==> src/rtl/seg_scan_if.sv <==
// Bundle of display data inputs and scan outputs for seg_scan_driver.
// master = the producer of display data (and consumer of the scan pins),
// slave  = the scan driver itself.
interface seg_scan_if #(
  parameter int NUM_DIGITS = 8,
  parameter int BRIGHT_W   = 3
);
  logic [4*NUM_DIGITS-1:0] digits_bcd;
  logic [NUM_DIGITS-1:0]   dp_mask;
  logic [NUM_DIGITS-1:0]   blank_mask;
  logic [NUM_DIGITS-1:0]   blink_mask;
  logic                    blink_phase;
  logic                    lzb_en;
  logic [BRIGHT_W-1:0]     brightness;
  logic [NUM_DIGITS-1:0]   an;
  logic [7:0]              duan;
  logic [7:0]              duan1;
  logic                    frame_start;

  modport master (
    output digits_bcd, dp_mask, blank_mask, blink_mask, blink_phase, lzb_en, brightness,
    input  an, duan, duan1, frame_start
  );

  modport slave (
    input  digits_bcd, dp_mask, blank_mask, blink_mask, blink_phase, lzb_en, brightness,
    output an, duan, duan1, frame_start
  );
endinterface

==> src/rtl/seg_scan_driver.sv <==
// Multiplexed 7-segment scan driver: NUM_DIGITS digits over one or two
// segment banks, frame-coherent snapshot of digit data, blank/blink/dp
// masks, leading-zero blanking, optional hex glyphs and PWM brightness
// with a one-clock dead time at the start of every scan slot.
module seg_scan_driver #(
  parameter int NUM_DIGITS = 8,
  parameter int NUM_BANKS  = 2,
  parameter int SCAN_DIV   = 100000,
  parameter int BRIGHT_W   = 3,
  parameter int HEX_EN     = 0
) (
  input logic        clk,
  input logic        rst,
  seg_scan_if.slave  bus
);

  localparam int SLOTS  = NUM_DIGITS / NUM_BANKS;
  localparam int CNT_W  = $clog2(SCAN_DIV);
  localparam int SCAN_W = (SLOTS > 1) ? $clog2(SLOTS) : 1;
  localparam int IDX_W  = $clog2(NUM_DIGITS);
  // Wide enough for (2^BRIGHT_W) * (SCAN_DIV-1) without overflow.
  localparam int PROD_W = CNT_W + BRIGHT_W + 2;

  if ((NUM_DIGITS % 2) != 0 || NUM_DIGITS < 2 || NUM_DIGITS > 16) begin : g_bad_digits
    $error("seg_scan_driver: NUM_DIGITS must be even and within 2..16");
  end
  if (NUM_BANKS != 1 && NUM_BANKS != 2) begin : g_bad_banks
    $error("seg_scan_driver: NUM_BANKS must be 1 or 2");
  end
  if ((NUM_DIGITS % NUM_BANKS) != 0) begin : g_bad_split
    $error("seg_scan_driver: NUM_DIGITS must divide evenly over NUM_BANKS");
  end
  if (SCAN_DIV < 4) begin : g_bad_div
    $error("seg_scan_driver: SCAN_DIV must be at least 4");
  end

  // Segment pattern for one BCD/hex code (bit7 dp, 6..0 = a..g).
  function automatic logic [7:0] glyph(input logic [3:0] code);
    logic [7:0] g;
    case (code)
      4'd0:    g = 8'h7E;
      4'd1:    g = 8'h30;
      4'd2:    g = 8'h6D;
      4'd3:    g = 8'h79;
      4'd4:    g = 8'h33;
      4'd5:    g = 8'h5B;
      4'd6:    g = 8'h5F;
      4'd7:    g = 8'h70;
      4'd8:    g = 8'h7F;
      4'd9:    g = 8'h7B;
      4'd10:   g = (HEX_EN != 0) ? 8'h77 : 8'h01;
      4'd11:   g = (HEX_EN != 0) ? 8'h1F : 8'h01;
      4'd12:   g = (HEX_EN != 0) ? 8'h4E : 8'h01;
      4'd13:   g = (HEX_EN != 0) ? 8'h3D : 8'h01;
      4'd14:   g = (HEX_EN != 0) ? 8'h4F : 8'h01;
      4'd15:   g = (HEX_EN != 0) ? 8'h47 : 8'h01;
      default: g = 8'h01;
    endcase
    return g;
  endfunction

  logic [CNT_W-1:0]        slot_q, slot_d;
  logic [SCAN_W-1:0]       scan_q, scan_d;
  logic [4*NUM_DIGITS-1:0] dig_q;
  logic [NUM_DIGITS-1:0]   dp_q;
  logic [NUM_DIGITS-1:0]   blank_q;
  logic [NUM_DIGITS-1:0]   an_q, an_d;
  logic [7:0]              duan_q, duan_d;
  logic [7:0]              duan1_q, duan1_d;

  logic                    frame_start_s;
  logic [NUM_DIGITS-1:0]   lzb_s;
  logic [NUM_DIGITS-1:0]   dark_s;
  logic [7:0]              seg_s [NUM_DIGITS];
  logic [PROD_W-1:0]       prod_s;
  logic [PROD_W-1:0]       on_limit_s;
  logic                    active_s;
  logic [IDX_W-1:0]        idx0_s;
  logic [IDX_W-1:0]        idx1_s;

  // Frame start is held low while in reset so it only pulses on live frames.
  assign frame_start_s = ~rst & (slot_q == CNT_W'(0)) & (scan_q == SCAN_W'(0));

  // Digit lit on each bank in the current slot; bank 1 mirrors bank 0 when single-bank.
  assign idx0_s = IDX_W'(scan_q);
  assign idx1_s = (NUM_BANKS == 2) ? (IDX_W'(scan_q) + IDX_W'(SLOTS)) : IDX_W'(scan_q);

  // Prescaler and slot index: slot_cnt wraps at SCAN_DIV, scan_idx at SLOTS.
  always_comb begin
    slot_d = slot_q;
    scan_d = scan_q;
    if (slot_q == CNT_W'(SCAN_DIV - 1)) begin
      slot_d = CNT_W'(0);
      if (scan_q == SCAN_W'(SLOTS - 1)) begin
        scan_d = SCAN_W'(0);
      end else begin
        scan_d = scan_q + SCAN_W'(1);
      end
    end else begin
      slot_d = slot_q + CNT_W'(1);
      scan_d = scan_q;
    end
  end

  // Counter registers.
  always_ff @(posedge clk) begin
    if (rst) begin
      slot_q <= CNT_W'(0);
      scan_q <= SCAN_W'(0);
    end else begin
      slot_q <= slot_d;
      scan_q <= scan_d;
    end
  end

  // Frame snapshot of digit data, dp and blank masks, taken as the frame-start cycle ends.
  always_ff @(posedge clk) begin
    if (rst) begin
      dig_q   <= {(4*NUM_DIGITS){1'b0}};
      dp_q    <= {NUM_DIGITS{1'b0}};
      blank_q <= {NUM_DIGITS{1'b0}};
    end else if (frame_start_s) begin
      dig_q   <= bus.digits_bcd;
      dp_q    <= bus.dp_mask;
      blank_q <= bus.blank_mask;
    end else begin
      dig_q   <= dig_q;
      dp_q    <= dp_q;
      blank_q <= blank_q;
    end
  end

  // Per-digit segment pattern after leading-zero, blank and blink suppression.
  always_comb begin
    logic [3:0] code;
    logic       lead_zero;
    code      = 4'd0;
    lead_zero = 1'b1;
    lzb_s     = {NUM_DIGITS{1'b0}};
    dark_s    = {NUM_DIGITS{1'b0}};
    for (int i = 0; i < NUM_DIGITS; i++) begin
      code      = dig_q[4*i +: 4];
      lead_zero = lead_zero & (code == 4'd0);
      // The last digit always shows, so an all-zero value still reads "0".
      if (i < NUM_DIGITS - 1) begin
        lzb_s[i] = bus.lzb_en & lead_zero;
      end else begin
        lzb_s[i] = 1'b0;
      end
      dark_s[i] = blank_q[i] | (bus.blink_mask[i] & ~bus.blink_phase) | lzb_s[i];
      if (dark_s[i]) begin
        seg_s[i] = 8'h00;
      end else begin
        seg_s[i] = glyph(code) | {dp_q[i], 7'b000_0000};
      end
    end
  end

  // Brightness on-window: slot_cnt 0 is always dead time, then lit up to on_limit-1.
  always_comb begin
    prod_s     = (PROD_W'(bus.brightness) + PROD_W'(1)) * PROD_W'(SCAN_DIV - 1);
    on_limit_s = (prod_s >> BRIGHT_W) + PROD_W'(1);
    active_s   = (slot_q != CNT_W'(0)) && (PROD_W'(slot_q) < on_limit_s);
  end

  // Anode and segment bus values for the current slot.
  always_comb begin
    an_d    = {NUM_DIGITS{1'b0}};
    duan_d  = 8'h00;
    duan1_d = 8'h00;
    if (active_s) begin
      an_d[idx0_s] = 1'b1;
      duan_d       = seg_s[idx0_s];
      if (NUM_BANKS == 2) begin
        an_d[idx1_s] = 1'b1;
        duan1_d      = seg_s[idx1_s];
      end else begin
        duan1_d = 8'h00;
      end
    end else begin
      an_d    = {NUM_DIGITS{1'b0}};
      duan_d  = 8'h00;
      duan1_d = 8'h00;
    end
  end

  // Output registers: pins show the previous cycle's scan decision.
  always_ff @(posedge clk) begin
    if (rst) begin
      an_q    <= {NUM_DIGITS{1'b0}};
      duan_q  <= 8'h00;
      duan1_q <= 8'h00;
    end else begin
      an_q    <= an_d;
      duan_q  <= duan_d;
      duan1_q <= duan1_d;
    end
  end

  assign bus.an          = an_q;
  assign bus.duan        = duan_q;
  assign bus.duan1       = duan1_q;
  assign bus.frame_start = frame_start_s;

endmodule

==> src/flat_wrapper.sv <==
// flat-port wrapper written by rule: the top's interface ports become plain ports
module seg_scan_driver_flat 
#(
  parameter int NUM_DIGITS = 8,
  parameter int NUM_BANKS  = 2,
  parameter int SCAN_DIV   = 100000,
  parameter int BRIGHT_W   = 3,
  parameter int HEX_EN     = 0
)
  (clk, rst, bus_digits_bcd, bus_dp_mask, bus_blank_mask, bus_blink_mask, bus_blink_phase, bus_lzb_en, bus_brightness, bus_an, bus_duan, bus_duan1, bus_frame_start);
  seg_scan_if #(.NUM_DIGITS(NUM_DIGITS), .BRIGHT_W(BRIGHT_W)) bus_i ();
  input logic clk;
  input logic rst;
  input wire logic [$bits(bus_i.digits_bcd)-1:0] bus_digits_bcd;
  input wire logic [$bits(bus_i.dp_mask)-1:0] bus_dp_mask;
  input wire logic [$bits(bus_i.blank_mask)-1:0] bus_blank_mask;
  input wire logic [$bits(bus_i.blink_mask)-1:0] bus_blink_mask;
  input wire logic [$bits(bus_i.blink_phase)-1:0] bus_blink_phase;
  input wire logic [$bits(bus_i.lzb_en)-1:0] bus_lzb_en;
  input wire logic [$bits(bus_i.brightness)-1:0] bus_brightness;
  output wire logic [$bits(bus_i.an)-1:0] bus_an;
  output wire logic [$bits(bus_i.duan)-1:0] bus_duan;
  output wire logic [$bits(bus_i.duan1)-1:0] bus_duan1;
  output wire logic [$bits(bus_i.frame_start)-1:0] bus_frame_start;
  assign bus_i.digits_bcd = bus_digits_bcd;
  assign bus_i.dp_mask = bus_dp_mask;
  assign bus_i.blank_mask = bus_blank_mask;
  assign bus_i.blink_mask = bus_blink_mask;
  assign bus_i.blink_phase = bus_blink_phase;
  assign bus_i.lzb_en = bus_lzb_en;
  assign bus_i.brightness = bus_brightness;
  assign bus_an = bus_i.an;
  assign bus_duan = bus_i.duan;
  assign bus_duan1 = bus_i.duan1;
  assign bus_frame_start = bus_i.frame_start;
  seg_scan_driver #(.NUM_DIGITS(NUM_DIGITS), .NUM_BANKS(NUM_BANKS), .SCAN_DIV(SCAN_DIV), .BRIGHT_W(BRIGHT_W), .HEX_EN(HEX_EN)) u_core (.clk(clk), .rst(rst), .bus(bus_i));
endmodule
==> config.mk <==
export PLATFORM = sky130hd
export DESIGN_NAME = seg_scan_driver_flat
export DESIGN_NICKNAME = d
export VERILOG_FILES = /design/src/rtl/seg_scan_if.sv /design/src/rtl/seg_scan_driver.sv /design/src/flat_wrapper.sv
export SDC_FILE = /design/constraint.sdc
export NUM_CORES = 1
export LEC_CHECK = 0
export CAP_MARGIN = 20
export CORE_MARGIN = 5
export CORE_UTILIZATION = 58
export DETAILED_ROUTE_END_ITERATION = 10
export GPL_TIMING_DRIVEN = 0
export PLACE_DENSITY = 0.91
export SLEW_MARGIN = 20
export SYNTH_ARGS = -nofsm -noshare
export SYNTH_HDL_FRONTEND = slang
export SYNTH_SLANG_ARGS = --single-unit
==> constraint.sdc <==
create_clock -name clk -period 7.19 [get_ports clk]
set_input_delay 1.438 -clock clk [delete_from_list [all_inputs] [get_ports clk]]
set_output_delay 1.438 -clock clk [all_outputs]
set_load 0.03 [all_outputs]
==> metrics.txt, run 1 <==
run status finished clean; Residual DRC 0; Initial Utilization 0.584; crit path kind primary input to flip-flop; layout cells sized above 1 0.108; antenna-violating nets left 0; Clk pin slew, worst setup/hold paths 0.06 ns; crit end category flip-flop; vias 7858; Fin. Hold Viols 0; CTS Buf Count 17; initial antenna violation count 0; Area Growth Syn to Fin 23.1%; minimum clock period 6.98 ns; die height 130 um; final worst slack 0.207 ns; setup TNS 0 ns; Synth top area share 0.341; EDFF count, synth 0; CTS root buf clkbuf_16; overall power 2.51 mW; nature of the critical path startpoint primary input; Min-Delay Path Depth 2; synth warn 0; number of synthesized register bits 143; largest net degree at the start of global routing 17; DP HPWL 17500 um; leak pwr 4.39 nW; first-pass GRT wire length 38400 um; CTS max path bufs 2; CTS Sinks 143; Worst Max-Slew Pin Slew 1.03 ns; R2R Path Start u_core.scan_q[1]; syn_nets 1100; PortBufs 87; worst-path maximum fanout 10; synthesized area 8390 um2; CP required 7.52 ns; H-Tree Depth 4; Avg Cell Area, Syn 8.99 um2; f_max 0.143 GHz; cell taking the most area after synthesis dfxtp_1; GRT Util Overall 0.288; n_diodes 0; DR pass1 iterations 7; Hold EP u_core.dig_q[21]; commonest non-fill, non-tap cell in the layout dfxtp_1; dpl ws -1.58 ns; final-report setup violation count 0; VDD IR-drop max 0.198 mV; P per Cell Area 243 nW/um2; Vias/cell 6.33; cells taking the most area after synthesis dfxtp_1 (34%), ha_1 (15%), mux2i_1 (4.8%); clock skew 0.00883 ns; Cell Rows 44; R2R depth 16; number of global-route vias before repair 7575; DIE WIDTH 130 um; Layout Utilization 0.718; # IOs 88; First DRT Iteration DRCs 1103; Critical Path AT 7.31 ns; CTS tree done; GP Congestion 0.960; Distinct cells, synth 69; Max Cap Viol 0; cells after synthesis 933; core region area 14400 um2; Tcrit/Tclk final 0.971; most frequent cells in the layout dfxtp_1 (143), ha_1 (95), nor2_1 (93); fin. max-slew vios 0; relative slew slack 0.307; fraction of registers with async set/reset 0; R2R Setup Slk 2.93 ns; Total Nets Final 1212; Clock Latency Late Sink 0.43 ns; dominant synthesized flop cell dfxtp_1; hold_sp u_core.dig_q[21]; min-delay worst type flip-flop to flip-flop; grt ovf 0; sequential-to-total area share from yosys stat 0.341; DR WL/cell 19.7 um; die area 17000 um2; Post-Route WL 24500 um
-- through the flow --
| step | instances | hold slack [ns] | cell area (um2) |
|---|---|---|---|
| finish | 1242 | 0.505 | 10300 |
| global route | 1242 | 0.537 | 10300 |
| CTS | 1241 | 0.502 | 10200 |
| detailed placement | 1208 | 0.491 | 9530 |
| global placement | 1204 | 0.475 | 9490 |
| floorplan | 933 | 0.460 | 8390 |
-- critical path, cell delays in order --
cell and delay, ns:
clkdlybuf4s50_1 0.54, inv_1 0.10, ha_4 0.33, inv_1 0.09, fa_1 0.50, inv_2 0.07
fa_1 0.50, fa_2 0.45, a21o_1 0.20, a21oi_4 0.24, o21ai_4 0.12, a311o_1 0.43
o41ai_2 0.41, xnor2_1 0.18, ha_1 0.27, a21o_1 0.18, a21oi_1 0.17, o31ai_1 0.11
a211o_1 0.31, a21o_1 0.19, buf_4 0.20, a211oi_4 0.27
-- power breakdown --
group	total [mW]	internal, mW	leakage (nW)	switching (mW)
combinational	0.751	0.311	2.94	0.440
clock	0.825	0.484	0.271	0.341
sequential	0.930	0.887	1.18	0.0431
total	2.51	1.68	4.39	0.823
-- how the worst max path moves through the flow --
stage,cells after the start,from,slack (ns),to
CTS,23,bus_brightness[1],0.03,u_core.bus.an[3]
global route,23,bus_brightness[1],-0.06,u_core.bus.an[4]
floorplan,21,bus_brightness[0],0.43,u_core.bus.an[4]
global placement,23,bus_brightness[0],-1.44,u_core.bus.an[4]
finish,22,bus_brightness[1],0.21,u_core.bus.an[4]
detailed placement,23,bus_brightness[0],-1.58,u_core.bus.an[4]
-- logic make-up (layout without fill, tap and decap cells) --
group           count (synthesis)  in the layout  synth area share
simple gates                  280            280             0.161
flops                         143            143             0.341
mux                            44             44            0.0553
fa+ha+maj                     104            104             0.161
buf+inv                        96            221            0.0488
xor+xnor                       40             40            0.0434
compound gates                226            226             0.190
-- repair_timing --
item,4_1_cts,5_1_grt
resized for setup,22,24
endpoints found under the setup margin,20,20
pin swaps,0,6
hold buffers,0,0
buffers inserted,1,1
-- synth_stat cells, types with 5 or more instances --
cell type  instances
mux2i_1           40
xor2_1            23
nor2_1            93
buf_4              7
o31ai_1            7
a2111oi_1          5
a21o_1            17
nand2b_1           5
o21ai_0           30
a31oi_1            7
and4_1             7
o22ai_1            9
a311oi_1           7
buf_2              5
inv_2              6
dfxtp_1          143
a311o_1           17
nand2_1           68
nor4_1            11
fa_1               6
o21a_1             7
and3_1             9
xnor2_1           16
clkbuf_1          26
a211oi_1          13
nand3_1           24
ha_1              98
inv_1             45
nand4_1            9
a221oi_1          17
o21ai_1            7
nor3_1            13
or2_2              9
a21oi_1           55
and2_1            10
-- layout make-up --
type,count,area (um2)
Timing Repair Buffer,93,920
Clock buffer,23,498
Buffer,43,215
Inverter,53,203
Multi-Input combinational cell,694,5340
Tap cell,184,230
Sequential cell,143,2860
Clock inverter,9,56.3
Fill cell,960,4050
-- routing by layer --
| metal | GRT usage | wire, um | share of wire |
|---|---|---|---|
| met5 | 0 | 0 | 0 |
| met4 | 0.122 | 1170 | 0.048 |
| met3 | 0.0503 | 2480 | 0.10 |
| met1 | 0.376 | 9710 | 0.40 |
| met2 | 0.471 | 11100 | 0.45 |
Power figures use the tool's default switching activity.
==> run 2, diff against run 1 <==
Settings changed: SLEW_MARGIN 20 to 5.
==> metrics.txt, run 2 (same netlist as run 1, synthesis figures left out) <==
setup TNS 0 ns (unchanged); grt ovf 0 (unchanged); layout cells sized above 1 0.0988 (-0.00899); GP Congestion 0.960 (unchanged); final-report setup violation count 0 (unchanged); CP required 7.52 ns (about the same); Tcrit/Tclk final 0.963 (-0.00828); worst-path maximum fanout 10 (unchanged); CTS Buf Count 17 (unchanged); antenna-violating nets left 0 (unchanged); Area Growth Syn to Fin 22.7%; f_max 0.144 GHz (+0.86%); CTS root buf clkbuf_16; min-delay worst type flip-flop to flip-flop; Min-Delay Path Depth 2 (unchanged); RSZ-0062 raised after global routing false; die height 130 um (unchanged); minimum clock period 6.92 ns (-0.0595 ns); number of global-route vias before repair 7538 (-0.49%); Total Nets Final 1209 (-0.25%); Hold Buf Count CTS 0 (unchanged); placed cells 1205 (-0.25%); GRT Util Overall 0.288 (-0.000404); most frequent cells in the layout dfxtp_1 (143), ha_1 (95), nor2_1 (93); R2R Setup Slk 2.95 ns (+0.02 ns); Clock Latency Late Sink 0.43 ns (about the same); Initial Utilization 0.584 (unchanged); Residual DRC 0 (unchanged); Vias/cell 6.24 (-1.3%); Post-Route WL 24600 um (+0.26%); CTS tree done; CTS Sinks 143 (unchanged); P per Cell Area 252 nW/um2 (+3.9%); Cell Rows 44 (unchanged); crit path kind primary input to flip-flop; largest net degree at the start of global routing 17 (unchanged); PortBufs 87 (unchanged); nature of the critical path startpoint primary input; DR pass1 iterations 5 (-2); # IOs 88 (unchanged); R2R Path Start u_core.scan_q[1]; Fin. Hold Viols 0 (unchanged); Hold EP u_core.dig_q[1]; hold_sp u_core.dig_q[1]; VDD IR-drop max 0.203 mV (+2.5%); Worst Max-Slew Pin Slew 1.08 ns (+0.0511 ns); Clk pin slew, worst setup/hold paths 0.06 ns (about the same); n_diodes 0 (unchanged); Max Cap Viol 0 (unchanged); DP HPWL 17400 um (-0.20%); vias 7723 (-1.7%); final cell count without fillers 1237 (-0.40%); DIE WIDTH 130 um (unchanged); core region area 14400 um2 (unchanged); commonest non-fill, non-tap cell in the layout dfxtp_1; CTS max path bufs 2 (unchanged); initial antenna violation count 0 (unchanged); crit end category flip-flop; First DRT Iteration DRCs 974 (-12%); run status finished clean; die area 17000 um2 (unchanged); first-pass GRT wire length 38000 um (-1.1%); leak pwr 4.39 nW (about the same); DR WL/cell 19.9 um (+0.67%); relative slew slack 0.273 (-0.0345); clock skew 0.0122 ns (+0.00333 ns); fin. max-slew vios 0 (unchanged); H-Tree Depth 4 (unchanged); R2R depth 16 (unchanged); Critical Path AT 7.25 ns (-0.06 ns)
## run 2: cell count changes in the layout (fill, tap and decap cells not counted), sizes merged
cell           previous run  this run
clkinv                    7         6
bufinv                    0         4
clkdlybuf4s15             1         0
clkdlybuf4s18             0         1
buf                      23        19
clkbuf                   49        46
clkinvlp                  4         3
## run 2: timing repair
| item | in CTS | in global routing |
|---|---|---|
| resized for setup | 22 | 15 |
| gates cloned | 0 | 0 |
| setup buffers | 1 | 1 |
| endpoints found under the setup margin | 20 | 20 |
## run 2: worst max-delay path, cell delays in order
cell and delay [ns]:
clkdlybuf4s50_1 0.53, inv_1 0.10, ha_4 0.32, inv_1 0.09, fa_1 0.50, inv_2 0.07, fa_1 0.50, fa_2 0.44
a21o_1 0.20, a21oi_4 0.20, xnor2_2 0.18, nand3_2 0.14, or2_2 0.32, nor2_1 0.12, xnor2_1 0.16, ha_1 0.29
a21o_1 0.17, a2111oi_2 0.36, o31ai_1 0.14, a211o_1 0.31, a21o_1 0.19, clkbuf_4 0.20, a211oi_1 0.26
## run 2: through the flow
stage	power [mW]	instance area [um2]	utilization	hold slack [ns]	setup slack, ns
5_1_grt	2.70	10300	0.716	0.532	0.0139
2_1_floorplan	1.40	8390	-	0.460	0.434
3_3_place_gp	1.59	9490	0.660	0.475	-1.44
3_5_place_dp	1.61	9510	0.662	0.491	-1.60
6_report	2.59	10300	0.716	0.500	0.266
4_1_cts	2.56	10200	0.710	0.499	0.0207
## run 2: layer usage
layer | track usage | share of wire | routed length [um]
met1 | 0.361 | 0.40 | 9790
met2 | 0.476 | 0.47 | 11500
met3 | 0.0602 | 0.089 | 2190
met4 | 0.129 | 0.043 | 1050
met5 | 0 | 0 | 0
## run 2: cell type report
cell class,instances,area [um2]
Timing Repair Buffer,90,890
Clock buffer,19,453
Inverter,53,203
Fill cell,984,4080
Buffer,43,215
Sequential cell,143,2860
Multi-Input combinational cell,694,5270
Tap cell,184,230
Clock inverter,11,164
## run 2: worst max path at each step
stage | end | slack (ns) | startpoint
4_1_cts | u_core.bus.an[3] | 0.02 | bus_brightness[1]
6_report | u_core.bus.an[3] | 0.27 | bus_brightness[1]
3_3_place_gp | u_core.bus.an[4] | -1.44 | bus_brightness[0]
3_5_place_dp | u_core.bus.an[4] | -1.60 | bus_brightness[0]
2_1_floorplan | u_core.bus.an[4] | 0.43 | bus_brightness[0]
5_1_grt | u_core.bus.an[3] | 0.01 | bus_brightness[1]
## run 2: power by group
group | total [mW] | leakage, nW | switching, mW | internal, mW
clock | 0.932 | 0.301 | 0.339 | 0.593
combinational | 0.731 | 2.91 | 0.433 | 0.298
sequential | 0.931 | 1.18 | 0.0437 | 0.887
==> run 3, diff against run 2 <==
Settings changed: RECOVER_POWER set to 50.
==> metrics.txt, run 3 (same netlist as run 1, synthesis figures left out) <==
CTS Sinks 143 (unchanged); Max Cap Viol 0 (unchanged); Clock Latency Late Sink 0.43 ns (about the same); Clk pin slew, worst setup/hold paths 0.06 ns (about the same); nature of the critical path startpoint primary input; FILL cells 1001 (+1.7%); minimum clock period 6.93 ns (+0.00595 ns); GRT Util Overall 0.288 (unchanged); n_diodes 0 (unchanged); Multi-input gate area 5220 um2 (-0.93%); Residual DRC 0 (unchanged); CTS root buf clkbuf_16; PortBufs 87 (unchanged); layout cells sized above 1 0.0836 (-0.0152); run status finished clean; WHS 0.501 ns (+0.000684 ns); die area 17000 um2 (unchanged); Worst Max-Slew Pin Slew 1.14 ns (+0.0623 ns); fin. max-slew vios 0 (unchanged); Initial Utilization 0.584 (unchanged); initial antenna violation count 0 (unchanged); f_max 0.144 GHz (about the same); DP HPWL 17400 um (unchanged); # IOs 88 (unchanged); most frequent cells in the layout dfxtp_1 (143), ha_1 (95), nor2_1 (93); die height 130 um (unchanged); DR pass1 iterations 6 (+1); Bufs and invs on worst path 5 (unchanged); overall power 2.58 mW (-0.49%); leak pwr 4.44 nW (+1.1%); Fin. Hold Viols 0 (unchanged); CP required 7.52 ns (about the same); Tcrit/Tclk final 0.964 (about the same); Total Nets Final 1209 (unchanged); largest net degree at the start of global routing 17 (unchanged); crit path kind primary input to flip-flop; vias 7717 (-0.078%); GP Congestion 0.960 (unchanged); min-delay worst type flip-flop to flip-flop; grt ovf 0 (unchanged); Cell Chain, Critical Path clkdlybuf4s50_1 > inv_1 > ha_4 > inv_1 > fa_1 > inv_2 > fa_1 > fa_2 > a21o_1 > a21oi_4 > xnor2_2 > nand3_2 > or2_2 > nor2_1 > xnor2_1 > ha_1 > a21o_1 > a2111oi_2 > o31ai_1 > a211o_1 > a21o_1 > clkbuf_4 > a21oi_1; Top delay family on crit path adder cells; number of global-route vias before repair 7538 (unchanged); FF+latch area 2860 um2 (unchanged); max incr delay on CP 0.53 ns (about the same); First DRT Iteration DRCs 948 (-2.7%); Post-Route WL 24600 um (about the same); CTS tree done; Cell Rows 44 (unchanged); clock skew 0.0119 ns (-0.000248 ns); RSZ-0062 raised after global routing false; CTS Buf Count 17 (unchanged); H-Tree Depth 4 (unchanged); Most common cell on crit path a21o_1; relative slew slack 0.231 (-0.0419); Vias/cell 6.24 (about the same); Critical Path AT 7.26 ns (about the same); Area Growth Syn to Fin 21.8%; final-report setup violation count 0 (unchanged); Critical-path top delay cell clkdlybuf4s50_1; DR WL/cell 19.9 um (about the same); CTS max path bufs 2 (unchanged); commonest non-fill, non-tap cell in the layout dfxtp_1; antenna-violating nets left 0 (unchanged); first-pass GRT wire length 38000 um (unchanged); DIE WIDTH 130 um (unchanged); VDD IR-drop max 0.190 mV (-6.6%); worst-path maximum fanout 10 (unchanged); P per Cell Area 253 nW/um2 (+0.24%); core region area 14400 um2 (unchanged); Hold Buf Count CTS 0 (unchanged); crit end category flip-flop
## run 3: what timing repair did
| action | CTS | global route |
|---|---|---|
| setup endpoints to repair | 20 | 20 |
| setup buffers | 1 | 1 |
| pin swaps | 0 | 0 |
| gates resized for setup | 22 | 15 |
## run 3: cell type report
cell class / count / area share
Buffer: 43 / 0.0185
Inverter: 53 / 0.0198
Timing Repair Buffer: 90 / 0.0871
Clock buffer: 19 / 0.0444
Multi-Input combinational cell: 694 / 0.511
Sequential cell: 143 / 0.280
Clock inverter: 11 / 0.0160
Tap cell: 184 / 0.0225
## run 3: layer usage
layer,routed length (um),track usage
met5,0,0
met4,1040,0.129
met3,2360,0.0602
met2,11500,0.476
met1,9660,0.361
## run 3: final timing paths
kind	startpoint	end	slack [ns]	depth (start not counted)
setup / recovery	bus_brightness[1]	u_core.bus.duan[1]	0.26	23
hold / removal	u_core.dig_q[1]	u_core.dig_q[1]	0.50	2
setup reg to reg	u_core.scan_q[1]	flip-flop	1.36	16
hold reg to reg	u_core.dig_q[1]	u_core.dig_q[1]	0.50	2
## run 3: metrics by stage
step / cell area (um2) / worst slack, ns / utilization / cells / TNS [ns]
after floorplan: 8390 / 0.434 / - / 933 / 0
after global routing: 10200 / 0.0139 / 0.711 / 1237 / 0
after global placement: 9490 / -1.44 / 0.660 / 1204 / -25.22
final: 10200 / 0.260 / 0.711 / 1237 / 0
after detailed placement: 9510 / -1.60 / 0.662 / 1205 / -29.09
after CTS: 10200 / 0.0207 / 0.710 / 1236 / 0
## run 3: worst min-delay path: stages, from the launching register on
cell     delay (ns)
dfxtp_1        0.31
o31ai_1        0.08
a21oi_1        0.06
## run 3: where the power goes
part           total [mW]  internal, mW  leakage (nW)  switching (mW)
registers           0.930         0.887          1.18          0.0427
clock network       0.933         0.593         0.301           0.341
logic               0.718         0.288          2.96           0.429
total                2.58          1.77          4.44           0.813
